===== src/rtl/servile_mem_arbiter_pkg.sv =====
// Shared definitions for the servile memory arbiter: master indices,
// FSM state encoding and small address/ordering helpers.
package servile_arb_pkg;

  localparam logic [1:0] M_IBUS = 2'd0;
  localparam logic [1:0] M_DBUS = 2'd1;
  localparam logic [1:0] M_EXT  = 2'd2;

  typedef enum logic [1:0] {
    ST_IDLE    = 2'd0,
    ST_GRANT   = 2'd1,
    ST_GUARD   = 2'd2,
    ST_RECOVER = 2'd3
  } arb_state_t;

  function automatic logic in_rf_region(input logic [31:0] adr, input logic [31:0] rf_base);
    return adr >= rf_base;
  endfunction

  // Circular successor ibus -> dbus -> ext -> ibus.
  function automatic logic [1:0] next_master(input logic [1:0] m);
    return (m == M_EXT) ? M_IBUS : m + 2'd1;
  endfunction

endpackage


===== src/rtl/servile_mem_arbiter_if.sv =====
// Bundle of the three master ports and the shared SRAM Wishbone port.
// The arbiter uses the slave view; the surrounding system uses the master view.
interface servile_mem_arbiter_if #(parameter int aw = 8);

  logic [aw-3:0] i_ibus_adr;
  logic          i_ibus_stb;
  logic [31:0]   o_ibus_rdt;
  logic          o_ibus_ack;

  logic [aw-3:0] i_dbus_adr;
  logic [31:0]   i_dbus_dat;
  logic [3:0]    i_dbus_sel;
  logic          i_dbus_we;
  logic          i_dbus_stb;
  logic [31:0]   o_dbus_rdt;
  logic          o_dbus_ack;

  logic [aw-3:0] i_ext_adr;
  logic [31:0]   i_ext_dat;
  logic [3:0]    i_ext_sel;
  logic          i_ext_we;
  logic          i_ext_stb;
  logic [31:0]   o_ext_rdt;
  logic          o_ext_ack;

  logic [aw-3:0] o_wb_adr;
  logic [31:0]   o_wb_dat;
  logic [3:0]    o_wb_sel;
  logic          o_wb_we;
  logic          o_wb_stb;
  logic [31:0]   i_wb_rdt;
  logic          i_wb_ack;

  logic          o_guard_err;

  modport slave (
    input  i_ibus_adr, i_ibus_stb,
    output o_ibus_rdt, o_ibus_ack,
    input  i_dbus_adr, i_dbus_dat, i_dbus_sel, i_dbus_we, i_dbus_stb,
    output o_dbus_rdt, o_dbus_ack,
    input  i_ext_adr, i_ext_dat, i_ext_sel, i_ext_we, i_ext_stb,
    output o_ext_rdt, o_ext_ack,
    output o_wb_adr, o_wb_dat, o_wb_sel, o_wb_we, o_wb_stb,
    input  i_wb_rdt, i_wb_ack,
    output o_guard_err
  );

  modport master (
    output i_ibus_adr, i_ibus_stb,
    input  o_ibus_rdt, o_ibus_ack,
    output i_dbus_adr, i_dbus_dat, i_dbus_sel, i_dbus_we, i_dbus_stb,
    input  o_dbus_rdt, o_dbus_ack,
    output i_ext_adr, i_ext_dat, i_ext_sel, i_ext_we, i_ext_stb,
    input  o_ext_rdt, o_ext_ack,
    input  o_wb_adr, o_wb_dat, o_wb_sel, o_wb_we, o_wb_stb,
    output i_wb_rdt, i_wb_ack,
    input  o_guard_err
  );

endinterface


===== src/rtl/servile_mem_arbiter_rr_pick.sv =====
// Combinational 3-way round-robin picker: first active request found
// scanning circularly from ptr wins.
module servile_rr_pick
  import servile_arb_pkg::*;
(
  input  logic [2:0] req,
  input  logic [1:0] ptr,
  output logic [2:0] gnt,
  output logic       valid
);

  always_comb begin
    gnt = 3'b000;
    case (ptr)
      M_IBUS: begin
        if      (req[0]) gnt = 3'b001;
        else if (req[1]) gnt = 3'b010;
        else if (req[2]) gnt = 3'b100;
      end
      M_DBUS: begin
        if      (req[1]) gnt = 3'b010;
        else if (req[2]) gnt = 3'b100;
        else if (req[0]) gnt = 3'b001;
      end
      default: begin
        if      (req[2]) gnt = 3'b100;
        else if (req[0]) gnt = 3'b001;
        else if (req[1]) gnt = 3'b010;
      end
    endcase
  end

  assign valid = |req;

endmodule


===== src/rtl/servile_mem_arbiter.sv =====
// Three-master round-robin arbiter in front of the shared SRAM/RF Wishbone
// port, one transaction in flight, with ibus/dbus blocked from the RF region.
module servile_mem_arbiter
  import servile_arb_pkg::*;
#(
  parameter  int depth   = 256,
  parameter  int rf_regs = 32,
  localparam int aw      = $clog2(depth),
  localparam int rf_base = (depth - rf_regs*4)/4
) (
  input logic                  i_clk,
  input logic                  i_rst,
  servile_mem_arbiter_if.slave bus
);

  typedef logic [aw-3:0] word_adr_t;

  arb_state_t state_q;
  logic [1:0] ptr_q;
  logic [1:0] grant_q;

  logic [2:0] pick_gnt;
  logic       pick_valid;
  logic [1:0] pick_idx;
  logic       pick_guard;
  word_adr_t  mux_adr;
  logic       done;

  servile_rr_pick u_pick (
    .req   ({bus.i_ext_stb, bus.i_dbus_stb, bus.i_ibus_stb}),
    .ptr   (ptr_q),
    .gnt   (pick_gnt),
    .valid (pick_valid)
  );

  always_comb begin
    pick_idx = M_IBUS;
    if (pick_gnt[M_DBUS]) pick_idx = M_DBUS;
    if (pick_gnt[M_EXT])  pick_idx = M_EXT;
  end

  // ext is deliberately exempt so it can preload the register file.
  assign pick_guard =
    ((pick_idx == M_IBUS) && in_rf_region(32'(bus.i_ibus_adr), 32'(rf_base))) ||
    ((pick_idx == M_DBUS) && in_rf_region(32'(bus.i_dbus_adr), 32'(rf_base)));

  always_ff @(posedge i_clk) begin
    if (i_rst) begin
      state_q <= ST_IDLE;
      ptr_q   <= M_IBUS;
      grant_q <= M_IBUS;
    end else begin
      case (state_q)
        ST_IDLE: begin
          if (pick_valid) begin
            grant_q <= pick_idx;
            state_q <= pick_guard ? ST_GUARD : ST_GRANT;
          end
        end
        ST_GRANT: begin
          if (bus.i_wb_ack) state_q <= ST_RECOVER;
        end
        ST_GUARD: state_q <= ST_RECOVER;
        ST_RECOVER: begin
          ptr_q   <= next_master(grant_q);
          state_q <= ST_IDLE;
        end
        default: state_q <= ST_IDLE;
      endcase
    end
  end

  // ibus is a read-only port, so its write controls are forced.
  always_comb begin
    mux_adr      = bus.i_ibus_adr;
    bus.o_wb_dat = 32'h0;
    bus.o_wb_sel = 4'hF;
    bus.o_wb_we  = 1'b0;
    case (grant_q)
      M_DBUS: begin
        mux_adr      = bus.i_dbus_adr;
        bus.o_wb_dat = bus.i_dbus_dat;
        bus.o_wb_sel = bus.i_dbus_sel;
        bus.o_wb_we  = bus.i_dbus_we;
      end
      M_EXT: begin
        mux_adr      = bus.i_ext_adr;
        bus.o_wb_dat = bus.i_ext_dat;
        bus.o_wb_sel = bus.i_ext_sel;
        bus.o_wb_we  = bus.i_ext_we;
      end
      default: ;
    endcase
  end

  assign bus.o_wb_adr    = mux_adr;
  assign bus.o_wb_stb    = (state_q == ST_GRANT);
  assign bus.o_guard_err = (state_q == ST_GUARD);

  // Slave acks outside GRANT never reach a master.
  assign done = ((state_q == ST_GRANT) && bus.i_wb_ack) || (state_q == ST_GUARD);

  assign bus.o_ibus_ack = done && (grant_q == M_IBUS);
  assign bus.o_dbus_ack = done && (grant_q == M_DBUS);
  assign bus.o_ext_ack  = done && (grant_q == M_EXT);

  assign bus.o_ibus_rdt = (bus.o_ibus_ack && state_q == ST_GRANT) ? bus.i_wb_rdt : 32'h0;
  assign bus.o_dbus_rdt = (bus.o_dbus_ack && state_q == ST_GRANT) ? bus.i_wb_rdt : 32'h0;
  assign bus.o_ext_rdt  = (bus.o_ext_ack  && state_q == ST_GRANT) ? bus.i_wb_rdt : 32'h0;

endmodule

===== src/flat_wrapper.sv =====
// flat-port wrapper written by rule: the top's interface ports become plain ports
module servile_mem_arbiter_flat import servile_arb_pkg::*;
#(
  parameter  int depth   = 256,
  parameter  int rf_regs = 32,
  localparam int aw      = $clog2(depth),
  localparam int rf_base = (depth - rf_regs*4)/4
)
  (i_clk, i_rst, bus_i_ibus_adr, bus_i_ibus_stb, bus_o_ibus_rdt, bus_o_ibus_ack, bus_i_dbus_adr, bus_i_dbus_dat, bus_i_dbus_sel, bus_i_dbus_we, bus_i_dbus_stb, bus_o_dbus_rdt, bus_o_dbus_ack, bus_i_ext_adr, bus_i_ext_dat, bus_i_ext_sel, bus_i_ext_we, bus_i_ext_stb, bus_o_ext_rdt, bus_o_ext_ack, bus_o_wb_adr, bus_o_wb_dat, bus_o_wb_sel, bus_o_wb_we, bus_o_wb_stb, bus_i_wb_rdt, bus_i_wb_ack, bus_o_guard_err);
  servile_mem_arbiter_if bus_i ();
  input logic i_clk;
  input logic i_rst;
  input wire logic [$bits(bus_i.i_ibus_adr)-1:0] bus_i_ibus_adr;
  input wire logic [$bits(bus_i.i_ibus_stb)-1:0] bus_i_ibus_stb;
  output wire logic [$bits(bus_i.o_ibus_rdt)-1:0] bus_o_ibus_rdt;
  output wire logic [$bits(bus_i.o_ibus_ack)-1:0] bus_o_ibus_ack;
  input wire logic [$bits(bus_i.i_dbus_adr)-1:0] bus_i_dbus_adr;
  input wire logic [$bits(bus_i.i_dbus_dat)-1:0] bus_i_dbus_dat;
  input wire logic [$bits(bus_i.i_dbus_sel)-1:0] bus_i_dbus_sel;
  input wire logic [$bits(bus_i.i_dbus_we)-1:0] bus_i_dbus_we;
  input wire logic [$bits(bus_i.i_dbus_stb)-1:0] bus_i_dbus_stb;
  output wire logic [$bits(bus_i.o_dbus_rdt)-1:0] bus_o_dbus_rdt;
  output wire logic [$bits(bus_i.o_dbus_ack)-1:0] bus_o_dbus_ack;
  input wire logic [$bits(bus_i.i_ext_adr)-1:0] bus_i_ext_adr;
  input wire logic [$bits(bus_i.i_ext_dat)-1:0] bus_i_ext_dat;
  input wire logic [$bits(bus_i.i_ext_sel)-1:0] bus_i_ext_sel;
  input wire logic [$bits(bus_i.i_ext_we)-1:0] bus_i_ext_we;
  input wire logic [$bits(bus_i.i_ext_stb)-1:0] bus_i_ext_stb;
  output wire logic [$bits(bus_i.o_ext_rdt)-1:0] bus_o_ext_rdt;
  output wire logic [$bits(bus_i.o_ext_ack)-1:0] bus_o_ext_ack;
  output wire logic [$bits(bus_i.o_wb_adr)-1:0] bus_o_wb_adr;
  output wire logic [$bits(bus_i.o_wb_dat)-1:0] bus_o_wb_dat;
  output wire logic [$bits(bus_i.o_wb_sel)-1:0] bus_o_wb_sel;
  output wire logic [$bits(bus_i.o_wb_we)-1:0] bus_o_wb_we;
  output wire logic [$bits(bus_i.o_wb_stb)-1:0] bus_o_wb_stb;
  input wire logic [$bits(bus_i.i_wb_rdt)-1:0] bus_i_wb_rdt;
  input wire logic [$bits(bus_i.i_wb_ack)-1:0] bus_i_wb_ack;
  output wire logic [$bits(bus_i.o_guard_err)-1:0] bus_o_guard_err;
  assign bus_i.i_ibus_adr = bus_i_ibus_adr;
  assign bus_i.i_ibus_stb = bus_i_ibus_stb;
  assign bus_o_ibus_rdt = bus_i.o_ibus_rdt;
  assign bus_o_ibus_ack = bus_i.o_ibus_ack;
  assign bus_i.i_dbus_adr = bus_i_dbus_adr;
  assign bus_i.i_dbus_dat = bus_i_dbus_dat;
  assign bus_i.i_dbus_sel = bus_i_dbus_sel;
  assign bus_i.i_dbus_we = bus_i_dbus_we;
  assign bus_i.i_dbus_stb = bus_i_dbus_stb;
  assign bus_o_dbus_rdt = bus_i.o_dbus_rdt;
  assign bus_o_dbus_ack = bus_i.o_dbus_ack;
  assign bus_i.i_ext_adr = bus_i_ext_adr;
  assign bus_i.i_ext_dat = bus_i_ext_dat;
  assign bus_i.i_ext_sel = bus_i_ext_sel;
  assign bus_i.i_ext_we = bus_i_ext_we;
  assign bus_i.i_ext_stb = bus_i_ext_stb;
  assign bus_o_ext_rdt = bus_i.o_ext_rdt;
  assign bus_o_ext_ack = bus_i.o_ext_ack;
  assign bus_o_wb_adr = bus_i.o_wb_adr;
  assign bus_o_wb_dat = bus_i.o_wb_dat;
  assign bus_o_wb_sel = bus_i.o_wb_sel;
  assign bus_o_wb_we = bus_i.o_wb_we;
  assign bus_o_wb_stb = bus_i.o_wb_stb;
  assign bus_i.i_wb_rdt = bus_i_wb_rdt;
  assign bus_i.i_wb_ack = bus_i_wb_ack;
  assign bus_o_guard_err = bus_i.o_guard_err;
  servile_mem_arbiter #(.depth(depth), .rf_regs(rf_regs)) u_core (.i_clk(i_clk), .i_rst(i_rst), .bus(bus_i));
endmodule

===== config.mk =====
export PLATFORM = sky130hd
export DESIGN_NAME = servile_mem_arbiter_flat
export DESIGN_NICKNAME = d
export VERILOG_FILES = /design/src/rtl/servile_mem_arbiter_pkg.sv /design/src/rtl/servile_mem_arbiter_if.sv /design/src/rtl/servile_mem_arbiter_rr_pick.sv /design/src/rtl/servile_mem_arbiter.sv /design/src/flat_wrapper.sv
export SDC_FILE = /design/constraint.sdc
export NUM_CORES = 1
export LEC_CHECK = 0
export ABC_AREA = 1
export CAP_MARGIN = 25
export CORE_AREA = 2 2 107 109
export CTS_CLUSTER_SIZE = 30
export DETAILED_ROUTE_END_ITERATION = 7
export DIE_AREA = 0 0 109 111
export PLACE_DENSITY_LB_ADDON = 0.3
export SLEW_MARGIN = 15
export SYNTH_ARGS = -nofsm -noshare
export SYNTH_HDL_FRONTEND = slang
export SYNTH_SLANG_ARGS = --single-unit
export TNS_END_PERCENT = 10

===== constraint.sdc =====
create_clock -name i_clk -period 4.01 [get_ports i_clk]
set_input_delay 0.6015 -clock i_clk [delete_from_list [all_inputs] [get_ports i_clk]]
set_output_delay 0.6015 -clock i_clk [all_outputs]
set_load 0.01 [all_outputs]

; ---- Word-level counts from Yosys, hierarchy flattened
; Index checks and enable logic that the tools add are counted.
[word_totals]
reg_bits = 6
inputBits = 130
elab_cells = 57
[classes]
n_addsub = 1
n_lt_le_gt_ge = 2
n_eq_ne = 9
n_mux = 24
reduce_logical = 18
[op_table]
columns = cell, n
row1 = $mux 32, 3
row2 = $pmux 32 s2, 1
row3 = $mux 3, 6
row4 = $mux 2, 7
row5 = $ge 6x6->1 const B, 2
row6 = $pmux 6 s2, 1
row7 = $logic_and 1x1->1, 9
row8 = $eq 2x1->1 const B, 4
row9 = $logic_not 2->1, 4
row10 = $pmux 2 s4, 1
row11 = $pmux 4 s2, 1
row12 = $eq 2x2->1 const B, 3
row13 = $pmux 3 s2, 1
row14 = $ne 2x1->1 const B, 2
row15 = $reduce_and 2->1, 2
row16 = $reduce_or 3->1, 1
row17 = $add 2x1->2 const B, 1
row18 = $logic_or 1x1->1, 2
row19 = $mux 1, 2
row20 = $pmux 1 s2, 1

; ---- Longest topological paths before layout
; Gate-level depths: netlist of run 1.
[logic_depth]
word_depth = 12
mapped_depth = 10

; ---- Modules after synthesis
; From an unflattened synthesis of run 1, not the netlist that was laid out.
[hier_totals]
hier_cells = 372
hier_area_um2 = 1773.0
[modules_own_cells]
columns = module, n_inst, cells_per_inst, area_per_inst_um2, seq_area_each_um2
row1 = servile_mem_arbiter, 1, 353, 1697.9, 120.1
row2 = servile_rr_pick, 1, 19, 75.1, 0.0

; ---- Worst setup path before layout of run 1
; No wires, ideal clock.
[synth_timing]
path_kind = register -> output
start = register u_core.state_q[1]
end = output bus_o_dbus_rdt[10]
arrival_time_ns = 1.454
required_time_ns = 3.408
setup_slack_ns = 1.954
path_stages_with_launch = 8
n_path_buf = 1
path_cell_list = dfxtp_1 -> inv_1 -> ha_1 -> a21oi_2 -> nor2_2 -> nand2_2 -> buf_6 -> nor2_1
[synth_between]
elab_chain_len = 6
[synth_lines]
columns = element, line
row1 = from (decl), servile_mem_arbiter.sv:18  ; arb_state_t state_q;
row2 = from (signal assigned), servile_mem_arbiter.sv:57  ; state_q <= pick_guard ? ST_GUARD : ST_GRANT;
row3 = $eq 2x1->1, -
row4 = named net bus_o_wb_stb, flat_wrapper.sv:35  ; output wire logic [$bits(bus_i.o_wb_stb)-1:0] bus_o_wb_stb;
row5 = $logic_and 1x1->1, servile_mem_arbiter.sv:101  ; assign done = ((state_q == ST_GRANT) && bus.i_wb_ack) || (state_q == ST_GUARD);
row6 = $logic_or 1x1->1, servile_mem_arbiter.sv:101
row7 = $logic_and 1x1->1, servile_mem_arbiter.sv:104  ; assign bus.o_dbus_ack = done && (grant_q == M_DBUS);
row8 = named net bus_o_dbus_ack, flat_wrapper.sv:23  ; output wire logic [$bits(bus_i.o_dbus_ack)-1:0] bus_o_dbus_ack;
row9 = $logic_and 1x1->1, servile_mem_arbiter.sv:108  ; assign bus.o_dbus_rdt = (bus.o_dbus_ack && state_q == ST_GRANT) ? bus.i_wb_rdt : 32'h0;
row10 = $mux 32, servile_mem_arbiter.sv:108
row11 = to (decl), flat_wrapper.sv:22  ; output wire logic [$bits(bus_i.o_dbus_rdt)-1:0] bus_o_dbus_rdt;
; The timed path passes the listed nets, and every way through them passes these cells.

; ---- Worst setup path in the final report of run 1
[layout_timing]
start = input bus_i_wb_ack
end = output bus_o_ibus_rdt[31]
[layout_between]
elab_chain_len = 5
[layout_lines]
columns = element, line
row1 = from (decl), flat_wrapper.sv:37  ; input wire logic [$bits(bus_i.i_wb_ack)-1:0] bus_i_wb_ack;
row2 = $logic_and 1x1->1, servile_mem_arbiter.sv:101
row3 = $logic_or 1x1->1, servile_mem_arbiter.sv:101
row4 = $logic_and 1x1->1, servile_mem_arbiter.sv:103  ; assign bus.o_ibus_ack = done && (grant_q == M_IBUS);
row5 = $logic_and 1x1->1, servile_mem_arbiter.sv:107  ; assign bus.o_ibus_rdt = (bus.o_ibus_ack && state_q == ST_GRANT) ? bus.i_wb_rdt : 32'h0;
row6 = $mux 32, servile_mem_arbiter.sv:107
row7 = to (decl), flat_wrapper.sv:15  ; output wire logic [$bits(bus_i.o_ibus_rdt)-1:0] bus_o_ibus_rdt;
; Every way passes these cells.

==> reports/metrics.cfg, run 1 <==
[status]
status=completed

[routing]
drt_iter0_drc=111
drtAntennaViolNets=0
detailroute.via_count=3074
drc=0
wire_per_inst_um=12.8
finalWirelength_um=9600
viasPerCell=4.11
firstDrtPassIters=4

[yosys]
syn_area_mm2=0.00169
ys_seq_elements=6
ys_warn_count=0
synth_nets=489
synth.distinct_cells=17
ys_seq_area_share_pct=7.10
synth_area_per_cell_um2=4.84
syn_inst=350

[timing]
period_minus_slack_ns=3.18
final.setup.tns_ns=0
rsz0062_at_grt=false
fmax_mhz=315
setup_viol=0
drv_slew=0
tightest_slew_ns=0.703
whs_ns=0.491
finalCritPeriodShare_pct=79.3
hold_viol=0
max_slew_margin_pct=53.1
skew_ns=0.00385

[cells_and_area]
insertedDiodeCount=0
multi_input_area_mm2=0.00122
seq_area_um2=120
layout_common_cells=clkdlybuf4s50_1, nor2_1, nand2_1
drive_gt1_share_pct=2.48
final_common_cell=clkdlybuf4s50_1
area_delta_synth_final_pct=168
fin_nets=746
n_fill_cell=1202

[global_routing]
grt_pass1_wl_um=14200
grt_max_degree=44
grt_pass1_vias=2954
grt-ovfl-total=0
gr-usage-all-layers_pct=14.3
antenna_found_initial=0

[worst_setup_path]
cp_max_fo=32
crit_required_ns=3.41
path_class=in2out
cp_common_cell=clkdlybuf4s50_1
startpoint_type=primary input
max_stage_delay_ns=0.58
path_cells=clkdlybuf4s50_1 > a21oi_2 > nor2_2 > nand2_2 > nor2_1 > clkdlybuf4s50_1
cp_top_family=buffers and inverters
path_buf_inv=2
crit_arrival_ns=2.58
slowest_stage=clkdlybuf4s50_1
end_kind=primary output

[clock_network]
tritoncts=yes
clk_path_buf_depth=2
cts.sinks=6
cts_setup_buffers=0
insertion_delay_ns=0.23
htree_levels=1
cts_hold_buffers=0
path_clk_slew_ns=0.03
tritoncts.num_buffers=3
cts-root-buf=clkbuf_16
post_cts_resize_count=0

[flow_run]
cap_viol_max_count=0

[placement]
place_hpwl_um=8000
gp_congestion=0.828
placement.io_buffers=273

[floorplanning]
die_w_um=109
start_util_pct=15.3
dieArea_mm2=0.0121
core_mm2=0.0111
die_h_um=111
num_rows=39
io_pins=274

[pwr]
peakVddDrop_mv=0.227
leakagePower_nw=1.81
p_per_area_mw_per_mm2=286

[hold_path]
min_path_type=reg2reg

[logic make-up (layout without fill, tap and decap cells)]
group / Yosys count / after routing / share of synthesized area, %
AO/OA/AOI/OAI: 62 / 62 / 19.7
flip-flops: 6 / 6 / 7.10
AND/OR/NAND/NOR: 200 / 200 / 46.0
adder cells (fa/ha/maj): 9 / 9 / 6.65
buffers and inverters: 73 / 328 / 20.5
[state kept, by name, indices dropped and copies added (netlist names)]
signal          count
u_core.grant_q      2
u_core.ptr_q        2
u_core.state_q      2
[path summary, 6_finish.rpt]
path | startpoint | end | slack [ns] | depth (start not counted)
worst max-delay path | bus_i_wb_ack | bus_o_ibus_rdt[31] | 0.83 | 6
worst min-delay path | u_core.ptr_q[1] | u_core.ptr_q[1] | 0.49 | 2
worst max register to register | u_core.state_q[1] | u_core.state_q[0] | 2.67 | 10
worst min register to register | u_core.ptr_q[1] | u_core.ptr_q[1] | 0.49 | 2
[cells in the mapped netlist, drive strengths merged]
| cell type | n | area share, % |
|---|---|---|
| nand3 | 6 | 1.8 |
| o21ai | 4 | 1.2 |
| clkbuf | 9 | 2.0 |
| a21oi | 54 | 16 |
| buf | 14 | 7.5 |
| or2 | 2 | 0.74 |
| a221o | 4 | 2.4 |
| nand2 | 86 | 20 |
| ha | 9 | 6.7 |
| nor2 | 106 | 24 |
| inv | 50 | 11 |
| dfxtp | 6 | 7.1 |
[through the flow]
step,utilization [%],instances,total power (W),instance area [um^2],setup slack (ns)
3_3_place_gp,40.3,745,0.00114,4460,0.818
5_1_grt,40.9,748,0.00141,4530,0.618
4_1_cts,40.9,748,0.00132,4530,0.760
3_5_place_dp,40.3,745,0.00115,4460,0.773
6_report,40.9,748,0.00130,4530,0.831
2_1_floorplan,-,350,0.000621,1690,1.95
[power by group]
group	switching, W	internal, W
Clock	0.0000345	0.000128
Sequential	0.0000144	0.0000792
Combinational	0.000533	0.000507
[metal layers]
metal | part of all wire, % | wire (um) | track usage [%]
met5 | 0 | 0 | 0
met2 | 51 | 4920 | 28.9
met1 | 35 | 3390 | 13.9
met4 | 0.68 | 65 | 1.62
met3 | 13 | 1230 | 4.88
[final cells by class]
type | instances | area share (%)
Timing Repair Buffer | 275 | 60.6
Tap cell | 143 | 3.95
Sequential cell | 6 | 2.65
Clock buffer | 3 | 1.66
Inverter | 50 | 4.14
Multi-Input combinational cell | 271 | 27.0
[worst min-delay path: cells and delay by family (launching register included)]
family / cells / cell delay [ns]
compound gates: 1 / 0.07
flops: 1 / 0.31
buf+inv: 1 / 0.06
Note: power is estimated with default switching activity, not from simulation.
==> run 2, diff against run 1 <==
--- a/config.mk
+++ b/config.mk
@@ -7,10 +7,10 @@
 export LEC_CHECK = 0
 export ABC_AREA = 1
 export CAP_MARGIN = 25
-export CORE_AREA = 2 2 107 109
+export CORE_AREA = 2 2 106 108
 export CTS_CLUSTER_SIZE = 30
 export DETAILED_ROUTE_END_ITERATION = 7
-export DIE_AREA = 0 0 109 111
+export DIE_AREA = 0 0 108 110
 export PLACE_DENSITY_LB_ADDON = 0.3
 export SLEW_MARGIN = 15
 export SYNTH_ARGS = -nofsm -noshare
==> constraint.sdc (replaced) <==
create_clock -name i_clk -period 3.2 [get_ports i_clk]
set_input_delay 0.48 -clock i_clk [delete_from_list [all_inputs] [get_ports i_clk]]
set_output_delay 0.48 -clock i_clk [all_outputs]
set_load 0.01 [all_outputs]
==> reports/metrics.cfg, run 2 (synthesized netlist as in run 1, its figures left out) <==
[worst_setup_path]
end_kind=primary output
cp_max_fo=32
path_class=reg2out
crit_required_ns=2.72
startpoint_type=flop
crit_arrival_ns=2.46

[timing]
fmax_mhz=341
max_slew_margin_pct=60.1
period_minus_slack_ns=2.94
final.setup.tns_ns=0
drv_slew=0
rsz0062_at_grt=false
finalCritPeriodShare_pct=91.8
tightest_slew_ns=0.596
hold_viol=0
setup_viol=0
skew_ns=0.000890

[global_routing]
grt_pass1_vias=2991
grt_max_degree=44
grt_pass1_wl_um=14700
antenna_found_initial=0
grt-ovfl-total=0
gr-usage-all-layers_pct=15.6

[pwr]
peakVddDrop_mv=0.228
p_per_area_mw_per_mm2=346
leakagePower_nw=1.81
power.total_w=0.00156

[cells_and_area]
stdcell_area_mm2=0.00451
area_delta_synth_final_pct=167
drive_gt1_share_pct=2.80
layout_common_cells=clkdlybuf4s50_1, nor2_1, nand2_1
fin_cells=747
final_common_cell=clkdlybuf4s50_1
insertedDiodeCount=0
reg_top3=u_core.grant_q: 2 flops, u_core.ptr_q: 2 flops, u_core.state_q: 2 flops
fin_nets=748

[routing]
detailroute.via_count=3151
finalWirelength_um=10100
firstDrtPassIters=4
wire_per_inst_um=13.5
viasPerCell=4.22
drt_iter0_drc=174
drtAntennaViolNets=0
drc=0

[floorplanning]
die_w_um=108
num_rows=38
dieArea_mm2=0.0119
die_h_um=110
core_mm2=0.0107
start_util_pct=15.8
io_pins=274

[clock_network]
htree_levels=1
tritoncts.num_buffers=3
cts.sinks=6
cts_setup_buffers=0
path_clk_slew_ns=0.04
insertion_delay_ns=0.23
tritoncts=yes
clk_path_buf_depth=2
cts-root-buf=clkbuf_8
post_cts_resize_count=0
cts_hold_buffers=0

[placement]
placement.io_buffers=273
placed_area_mm2=0.00447
placed_cells=744
place_hpwl_um=8520
gp_congestion=0.835

[status]
status=completed

[hold_path]
min_path_type=reg2reg

[flow_run]
cap_viol_max_count=0

==> run 2: final timing paths <==
kind | startpoint | slack, ns | to | depth (start not counted)
max | u_core.state_q[1] | 0.26 | bus_o_ibus_rdt[26] | 7
max reg2reg | u_core.state_q[1] | 1.83 | u_core.state_q[1] | 9
min reg2reg | u_core.ptr_q[0] | 0.49 | u_core.ptr_q[0] | 2
min | u_core.ptr_q[0] | 0.49 | u_core.ptr_q[0] | 2
==> run 2: power breakdown <==
group          total [W]  internal [W]  switching, W  leakage, nW
logic            0.00132      0.000651      0.000674         1.73
clock network   0.000117     0.0000810     0.0000355       0.0216
registers       0.000117     0.0000992     0.0000183       0.0493
==> run 2: stage by stage <==
stage | setup WS (ns) | hold WS, ns | util [%]
after floorplan | 1.27 | 0.444 | -
after global placement | 0.299 | 0.465 | 41.8
after detailed placement | 0.264 | 0.482 | 41.8
after CTS | 0.217 | 0.488 | 42.2
after global routing | 0.0171 | 0.504 | 42.2
final | 0.264 | 0.486 | 42.2
==> run 2: layout make-up <==
class                   count  area (um^2)
clock buffers               3         41.3
inverters                  50          188
repair buffers            277         2760
multi-input cells         271         1220
well taps                 140          175
fillers                  1139         6190
flip-flops and latches      6          120
==> run 2: critical path, cell delays in order (launching register included) <==
cell	delay, ns
dfxtp_1	0.33
inv_1	0.09
ha_1	0.31
a21oi_2	0.13
nor2_2	0.14
nand2_2	0.35
nor2_1	0.29
clkdlybuf4s50_1	0.58
==> run 2: layer usage <==
metal  vias to the layer above  global-route usage, %  share of wire [%]  wire length, um
met5                         -                      0                  0                0
li1                       1573                      -                  -                -
met2                       183                   29.5                 50             5050
met3                        10                   4.94                 12             1180
met4                         0                   3.21                1.3              129
met1                      1385                   17.1                 37             3770
